<file path="config.mk">
export PLATFORM = sky130hd
export DESIGN_NAME = multicast_bp_flat
export DESIGN_NICKNAME = d
export VERILOG_FILES = /design/src/rtl/multicast_bp_if.sv /design/src/rtl/multicast_bp.sv /design/src/flat_wrapper.sv
export SDC_FILE = /design/constraint.sdc
export NUM_CORES = 1
export LEC_CHECK = 0
export ABC_AREA = 0
export BUFFER_PORTS_ARGS = -buffer_cell sky130_fd_sc_hd__buf_4
export CORE_MARGIN = 3
export CORE_UTILIZATION = 35
export DETAILED_ROUTE_END_ITERATION = 7
export PLACE_DENSITY = 0.63
export SETUP_SLACK_MARGIN = 0.3
export SLEW_MARGIN = 20
export SYNTH_ARGS = -nofsm -noshare
export SYNTH_HDL_FRONTEND = slang
export SYNTH_SLANG_ARGS = --single-unit
</file>
<file path="constraint.sdc">
create_clock -name clk -period 9.09 [get_ports clk]
set_input_delay 1.818 -clock clk [delete_from_list [all_inputs] [get_ports clk]]
set_output_delay 1.818 -clock clk [all_outputs]
set_load 0.01 [all_outputs]
</file>
<file path="src/rtl/multicast_bp_if.sv">
// multicast_bp_if: upstream, ROM and per-port output signals of the multicast fork.
// The master modport is the multicast block; the slave modport is its surroundings.
interface multicast_bp_if #(
  parameter int N       = 15486,
  parameter int M       = 80,
  parameter int DATA_W  = 64,
  parameter int IDX_W   = 7,
  parameter int MAX_FAN = 4
);
  localparam int SEQ_W = $clog2(N);
  localparam int CNT_W = $clog2(MAX_FAN + 1);
  localparam int ROM_W = CNT_W + MAX_FAN * IDX_W;

  logic [DATA_W-1:0] s_data;
  logic [SEQ_W-1:0]  s_seq;
  logic              s_valid;
  logic              s_ready;
  logic              rom_en;
  logic [SEQ_W-1:0]  rom_addr;
  logic [ROM_W-1:0]  rom_q;
  logic [DATA_W-1:0] m_data;
  logic [M-1:0]      m_valid;
  logic [M-1:0]      m_ready;

  modport master (
    input  s_data, s_seq, s_valid, rom_q, m_ready,
    output s_ready, rom_en, rom_addr, m_data, m_valid
  );

  modport slave (
    output s_data, s_seq, s_valid, rom_q, m_ready,
    input  s_ready, rom_en, rom_addr, m_data, m_valid
  );
endinterface

</file>
<file path="src/rtl/multicast_bp.sv">
// multicast_bp: ROM-driven multicast fork with independent per-port backpressure.
// Define MULTICAST_STATS_EN to add the stat_pkt / stat_drop / stat_stall counters.
module multicast_bp #(
  parameter int N       = 15486,
  parameter int M       = 80,
  parameter int DATA_W  = 64,
  parameter int IDX_W   = 7,
  parameter int MAX_FAN = 4
) (
  input  logic                 clk,
  input  logic                 rst,
  multicast_bp_if.master       bus
`ifdef MULTICAST_STATS_EN
  ,
  output logic [31:0]          stat_pkt,
  output logic [31:0]          stat_drop,
  output logic [31:0]          stat_stall
`endif
);
  localparam int SEQ_W = $clog2(N);
  localparam int CNT_W = $clog2(MAX_FAN + 1);
  localparam int ROM_W = CNT_W + MAX_FAN * IDX_W;

  function automatic logic [CNT_W-1:0] sat_count(input logic [CNT_W-1:0] raw);
    return (int'(raw) > MAX_FAN) ? CNT_W'(MAX_FAN) : raw;
  endfunction

  // Unused slots, out-of-range indices and duplicates all fall out of the OR into the mask.
  function automatic logic [M-1:0] decode_mask(input logic [ROM_W-1:0] word);
    logic [M-1:0]     mask;
    logic [CNT_W-1:0] cnt;
    logic [IDX_W-1:0] idx;
    mask = '0;
    cnt  = sat_count(word[CNT_W-1:0]);
    for (int k = 0; k < MAX_FAN; k++) begin
      idx = word[CNT_W + k*IDX_W +: IDX_W];
      if (k < int'(cnt)) begin
        for (int j = 0; j < M; j++) begin
          if (int'(idx) == j) mask[j] = 1'b1;
        end
      end
    end
    return mask;
  endfunction

  logic              vld_p0;
  logic [DATA_W-1:0] data_p0;
  logic [M-1:0]      mask_p0;
  logic [M-1:0]      pend_p1;
  logic [DATA_W-1:0] data_p1;
  logic [M-1:0]      hs;
  logic [SEQ_W-1:0]  addr;
  logic              advance;
  logic              accept;

  assign hs      = pend_p1 & bus.m_ready;
  // An idle O stage has no pending bits, so "idle or finishing" reduces to this.
  assign advance = vld_p0 & ~|(pend_p1 & ~hs);
  assign bus.s_ready = ~vld_p0 | advance;
  assign accept  = bus.s_valid & bus.s_ready & ~rst;
  assign addr    = bus.s_seq;
  assign bus.rom_en   = accept;
  assign bus.rom_addr = addr;
  assign mask_p0 = decode_mask(bus.rom_q);
  assign bus.m_valid  = pend_p1;
  assign bus.m_data   = data_p1;

  // ---- stage L (p0): packet waits here while the ROM word is returned ----
  always_ff @(posedge clk) begin
    if (rst) begin
      vld_p0 <= 1'b0;
    end else if (accept) begin
      vld_p0 <= 1'b1;
    end else if (advance) begin
      vld_p0 <= 1'b0;
    end
  end

  always_ff @(posedge clk) begin
    if (accept) data_p0 <= bus.s_data;
  end

  // ---- stage O (p1): per-port pending bits retire as each port handshakes ----
  always_ff @(posedge clk) begin
    if (rst) begin
      pend_p1 <= '0;
      data_p1 <= '0;
    end else if (advance) begin
      pend_p1 <= mask_p0;
      data_p1 <= data_p0;
    end else begin
      pend_p1 <= pend_p1 & ~hs;
    end
  end

`ifdef MULTICAST_STATS_EN
  always_ff @(posedge clk) begin
    if (rst) begin
      stat_pkt   <= '0;
      stat_drop  <= '0;
      stat_stall <= '0;
    end else begin
      if (accept) stat_pkt <= stat_pkt + 32'd1;
      if (advance && mask_p0 == '0) stat_drop <= stat_drop + 32'd1;
      if (bus.s_valid && !bus.s_ready) stat_stall <= stat_stall + 32'd1;
    end
  end
`endif
endmodule

</file>
<file path="src/flat_wrapper.sv">
// flat-port wrapper written by rule: the top's interface ports become plain ports
module multicast_bp_flat 
#(
  parameter int N       = 15486,
  parameter int M       = 80,
  parameter int DATA_W  = 64,
  parameter int IDX_W   = 7,
  parameter int MAX_FAN = 4
)
  (clk, rst, bus_s_data, bus_s_seq, bus_s_valid, bus_rom_q, bus_m_ready, bus_s_ready, bus_rom_en, bus_rom_addr, bus_m_data, bus_m_valid);
  multicast_bp_if #(.N(N), .M(M), .DATA_W(DATA_W), .IDX_W(IDX_W), .MAX_FAN(MAX_FAN)) bus_i ();
  input  logic clk;
  input  logic rst;
  input wire logic [$bits(bus_i.s_data)-1:0] bus_s_data;
  input wire logic [$bits(bus_i.s_seq)-1:0] bus_s_seq;
  input wire logic [$bits(bus_i.s_valid)-1:0] bus_s_valid;
  input wire logic [$bits(bus_i.rom_q)-1:0] bus_rom_q;
  input wire logic [$bits(bus_i.m_ready)-1:0] bus_m_ready;
  output wire logic [$bits(bus_i.s_ready)-1:0] bus_s_ready;
  output wire logic [$bits(bus_i.rom_en)-1:0] bus_rom_en;
  output wire logic [$bits(bus_i.rom_addr)-1:0] bus_rom_addr;
  output wire logic [$bits(bus_i.m_data)-1:0] bus_m_data;
  output wire logic [$bits(bus_i.m_valid)-1:0] bus_m_valid;
  assign bus_i.s_data = bus_s_data;
  assign bus_i.s_seq = bus_s_seq;
  assign bus_i.s_valid = bus_s_valid;
  assign bus_i.rom_q = bus_rom_q;
  assign bus_i.m_ready = bus_m_ready;
  assign bus_s_ready = bus_i.s_ready;
  assign bus_rom_en = bus_i.rom_en;
  assign bus_rom_addr = bus_i.rom_addr;
  assign bus_m_data = bus_i.m_data;
  assign bus_m_valid = bus_i.m_valid;
  multicast_bp #(.N(N), .M(M), .DATA_W(DATA_W), .IDX_W(IDX_W), .MAX_FAN(MAX_FAN)) u_core (.clk(clk), .rst(rst), .bus(bus_i));
endmodule
</file>
# After elaboration in Yosys (flattened, before gate mapping)
# Index checks and enable logic that the tools add are counted.
# classes
order_cmp	5
eq_ne	316
muxes	654
bitwise_logic	9
n_reduce_logical	8
# ops
op	count
== test 7 bit, second input constant	192
two-way mux 1 bit	645
two-way mux 80 bit	6
== test 7 x 6 -> 1 bit, second input constant	64
== test 7 x 5 -> 1 bit, second input constant	32
bitwise AND 80 bit	2
two-way mux 64 bit	2
== test 7 x 4 -> 1 bit, second input constant	16
NOT 80 bit	1
OR reduction 80 bit	1
== test 7 x 3 -> 1 bit, second input constant	8
== test 7 x 2 -> 1 bit, second input constant	4
logical NOT 7 bit	4
< comparator 1 x 3 -> 1 bit, first input constant	2
< comparator 2 x 3 -> 1 bit, first input constant	2
bitwise AND 1 bit	3
greater-than comparator 3 bit, second input constant	1
two-way mux 3 bit	1
nonzero test 3 bit	1
NOT 1 bit	2
nonzero test 2 bit	1
logical NOT 1 bit	1
bitwise OR 1 bit	1
# totals
regBits	209
word_cells	996

# Logic depth before layout (Yosys ltp)
# depth
ltp_word	16
ltp_mapped	8
depth_no_buf	6

# Least setup slack after synthesis
# Ideal clock, no wire load.
# synth_path
path_kind	input port to output port
from	input port bus_m_ready[21]
to	output port bus_rom_en
arrival_ps	7734
slack_ps	-462
path_stages	7
n_path_buf	1
cell_sequence	nor2b_1 > nor4_1 > nand4_1 > nor3_2 > buf_4 > a21oi_1 > nor3b_1
# synth_via
elab_chain_len	9
# synth_lines
item	line_no	text
from (decl)	flat_wrapper.sv:18	input wire logic [$bits(bus_i.m_ready)-1:0] bus_m_ready;
bitwise AND 80 bit	multicast_bp.sv:56	assign hs = pend_p1 & bus.m_ready;
NOT 80 bit	multicast_bp.sv:58	assign advance = vld_p0 & ~|(pend_p1 & ~hs);
bitwise AND 80 bit	multicast_bp.sv:58	
OR reduction 80 bit	multicast_bp.sv:58	
logical NOT 1 bit	multicast_bp.sv:58	
bitwise AND 1 bit	multicast_bp.sv:58	
bitwise OR 1 bit	multicast_bp.sv:59	assign bus.s_ready = ~vld_p0 | advance;
bitwise AND 1 bit (2 in a row)	multicast_bp.sv:60	assign accept = bus.s_valid & bus.s_ready & ~rst;
to (decl)	flat_wrapper.sv:20	output wire logic [$bits(bus_i.rom_en)-1:0] bus_rom_en;
# Every way passes these cells.

# Worst setup path in the final report
# layout_path
from	input port bus_m_ready[63]
to	output port bus_rom_en
# The elaborated chain is that of the path after synthesis.

==> results.tsv <==
metric	value	unit
synth_fa_ha_area_share	0	%
grt_max_degree	124	
finalMaxSlewViolations	0	
area_delta_synth_final	31.5	%
drtIter0Drc	1380	
grt_antenna_before_repair	2	
track_usage	28.6	%
synth_compound_gate_area_share	26.0	%
core-area	29100	um^2
hold_class	flip-flop to flip-flop	
syn_area	10500	um^2
ys_seq_elements	209	
endpoint_kind	primary output	
setup_violations	0	
cts-resized-gates	0	
leakage	0.00521	uW
cts.path.max_buffers	3	
clock_latency	0.53	ns
synth_top_cell_by_area	dfxtp_1	
required	7.27	ns
cts.sinks	209	
ctsRootBufferMaster	clkbuf_16	
synth_common_cells	nand2_1 (174), dfxtp_1 (145), nor2b_1 (99)	
place.gp.congestion	1.05	
yosysTopAreaCellShare	27.7	%
rsz0062_at_grt	no	
fin_crit	5.96	ns
avgSynthCellArea	8.80	um^2
hold_violations	0	
fp.dieH	179	um
synth_xor_area_share	0	%
maxCapViolations	0	
layout_worst_path_cycle_share	65.6	%
clkTransAtPathRegs	0.06	ns
startpoint_type	input port	
grt.overflow.total	0	
timing.fmax	168	MHz
cts_tree	done	
io_buffers	323	
worstMarginPinSlew	1.13	ns
dpl.hpwl	35.5	mm
drtPass1Iterations	6	
synth_area_leaders	dfxtp_1 (28%), edfxtp_1 (18%), nand2_1 (6.2%)	
power.density	168	nW/um^2
synthMuxAreaShare	0	%
synth-edff-count	64	
synth_cells	1191	
pin_count	352	
std_cell_rows	62	
async_flop_share	0	%
synthSimpleGateAreaFrac	22.8	%
slew_headroom	24.6	%
vias	10900	
yosysWarnings	0	
avgRoutedWirePerCell	26.3	um
die_w	179	um
ir_drop	0.109	mV
nNetsFinal	1632	
worstPathMaxFanout	26	
cts_hold_buf	0	
layout-drive-gt1-share	27.6	%
via_per_inst	5.92	
synth_ff_type	dfxtp_1	
drt_wl_total	48.4	mm
fin_tns_setup	0	ns
numCtsBuffers	24	
synth_top_family_by_area	compound AO/OA/AOI/OAI gates	
synthMostInstantiatedCell	nand2_1	
placed_cells	1798	
cp.arrival	4.14	ns
grt_pass1_vias	10300	
start_util	36.0	%
grt_pass1_wl	68.3	mm
path_class	input port to primary output	
dieArea	32000	um^2
status	complete, no violations	
h-tree-depth	1	
drc	0	
final_cells	1843	
seq_area_frac_synth	46.0	%
final_antenna_net_count	0	
synth_cell_types	51	
syn-num-nets	1383	
post_cts_buffers	0	
fin_skew	0.0201	ns
## flip-flops by register name (all words and copies together) (netlist names)
name	flops
u_core.bus.m_data	64
u_core.bus.m_valid	80
u_core.data_p0	64
u_core.vld_p0	1
## layout by cell type (no fill, tap or decap), types with 3 or more instances in the layout
master       n
o22ai_1     49
a2bb2oi_1    3
a21oi_1     68
nor4_1      22
o31ai_1     50
clkbuf_8     4
or3_1        6
o221ai_1    27
nand2b_1    10
or3b_2       6
nand4_1      8
clkbuf_1     4
o2bb2ai_1   27
a31o_2      15
a32oi_1      6
o21ai_0     17
nand2_1    173
a31oi_1     13
a221oi_1     7
edfxtp_1    64
nor3_1      20
nand3_1     20
a31o_1      49
and3_1       4
dfxtp_1    145
clkinv_2     6
and2_1       7
nor2b_1     99
buf_4      334
a22oi_1      3
nor3b_1      4
clkbuf_16   24
nand3b_1     3
a211oi_1    19
nor2_1      98
a311oi_1     8
a22o_1       7
inv_1        4
## metal layers
layer	wire (um)	track usage [%]	vias up
met5	11	0	-
met4	1650	8.90	2
met3	4910	6.14	105
met2	21700	44.7	635
met1	20200	39.6	5229
li1	-	-	4934
## critical path, stage by stage
cell and delay (ns):
buf_4 0.10, nor2b_1 0.06, nor4_1 0.72, nand4_1 0.27, nor3_4 0.23, buf_4 0.34, a21oi_1 0.21, nor3b_4 0.23
buf_4 0.15
## power by group
part | switching (uW) | internal, uW | total (uW)
registers | 15.5 | 1000 | 1020
logic | 200 | 118 | 318
clock network | 399 | 578 | 977
## cell type report
| cell class | count | area, um^2 |
|---|---|---|
| diodes | 1 | 2.50 |
| clock buffers | 32 | 671 |
| clock inverters | 12 | 129 |
| fillers | 2821 | 15300 |
| inverters | 5 | 23.8 |
| multi-input cells | 866 | 5140 |
| flip-flops and latches | 209 | 4820 |
| well taps | 384 | 480 |
| repair buffers | 334 | 2510 |
## final timing paths
path / from / slack, ns / cells past startpoint / end
worst max-delay path: bus_m_ready[63] / 3.13 / 9 / bus_rom_en
worst min-delay path: u_core.data_p0[8] / 0.46 / 1 / u_core.bus.m_data[8]
worst max register to register: u_core.bus.m_valid[34] / 5.13 / 9 / u_core.bus.m_valid[50]
worst min register to register: u_core.data_p0[8] / 0.46 / 1 / u_core.bus.m_data[8]
## kinds of logic (layout without fill, tap and decap cells)
family | count (synthesis) | in the layout
buffers and inverters | 116 | 383
other | 0 | 1
DFF | 209 | 209
AOI/OAI and AO/OA | 376 | 376
and+or+nand+nor | 490 | 490
## stage by stage
| stage | util [%] | setup WS (ns) | cell area (um^2) | hold WS (ns) | total power, uW |
|---|---|---|---|---|---|
| 2_1_floorplan | - | 1.81 | 10500 | 0.442 | 1190 |
| 3_3_place_gp | 44.6 | 3.22 | 13000 | 0.443 | 1350 |
| 3_5_place_dp | 44.6 | 3.27 | 13000 | 0.451 | 1350 |
| 4_1_cts | 47.3 | 3.25 | 13800 | 0.463 | 2320 |
| 5_1_grt | 47.4 | 3.14 | 13800 | 0.472 | 2380 |
| 6_report | 47.4 | 3.13 | 13800 | 0.460 | 2310 |
No activity file was read; power rests on OpenSTA's default activity.
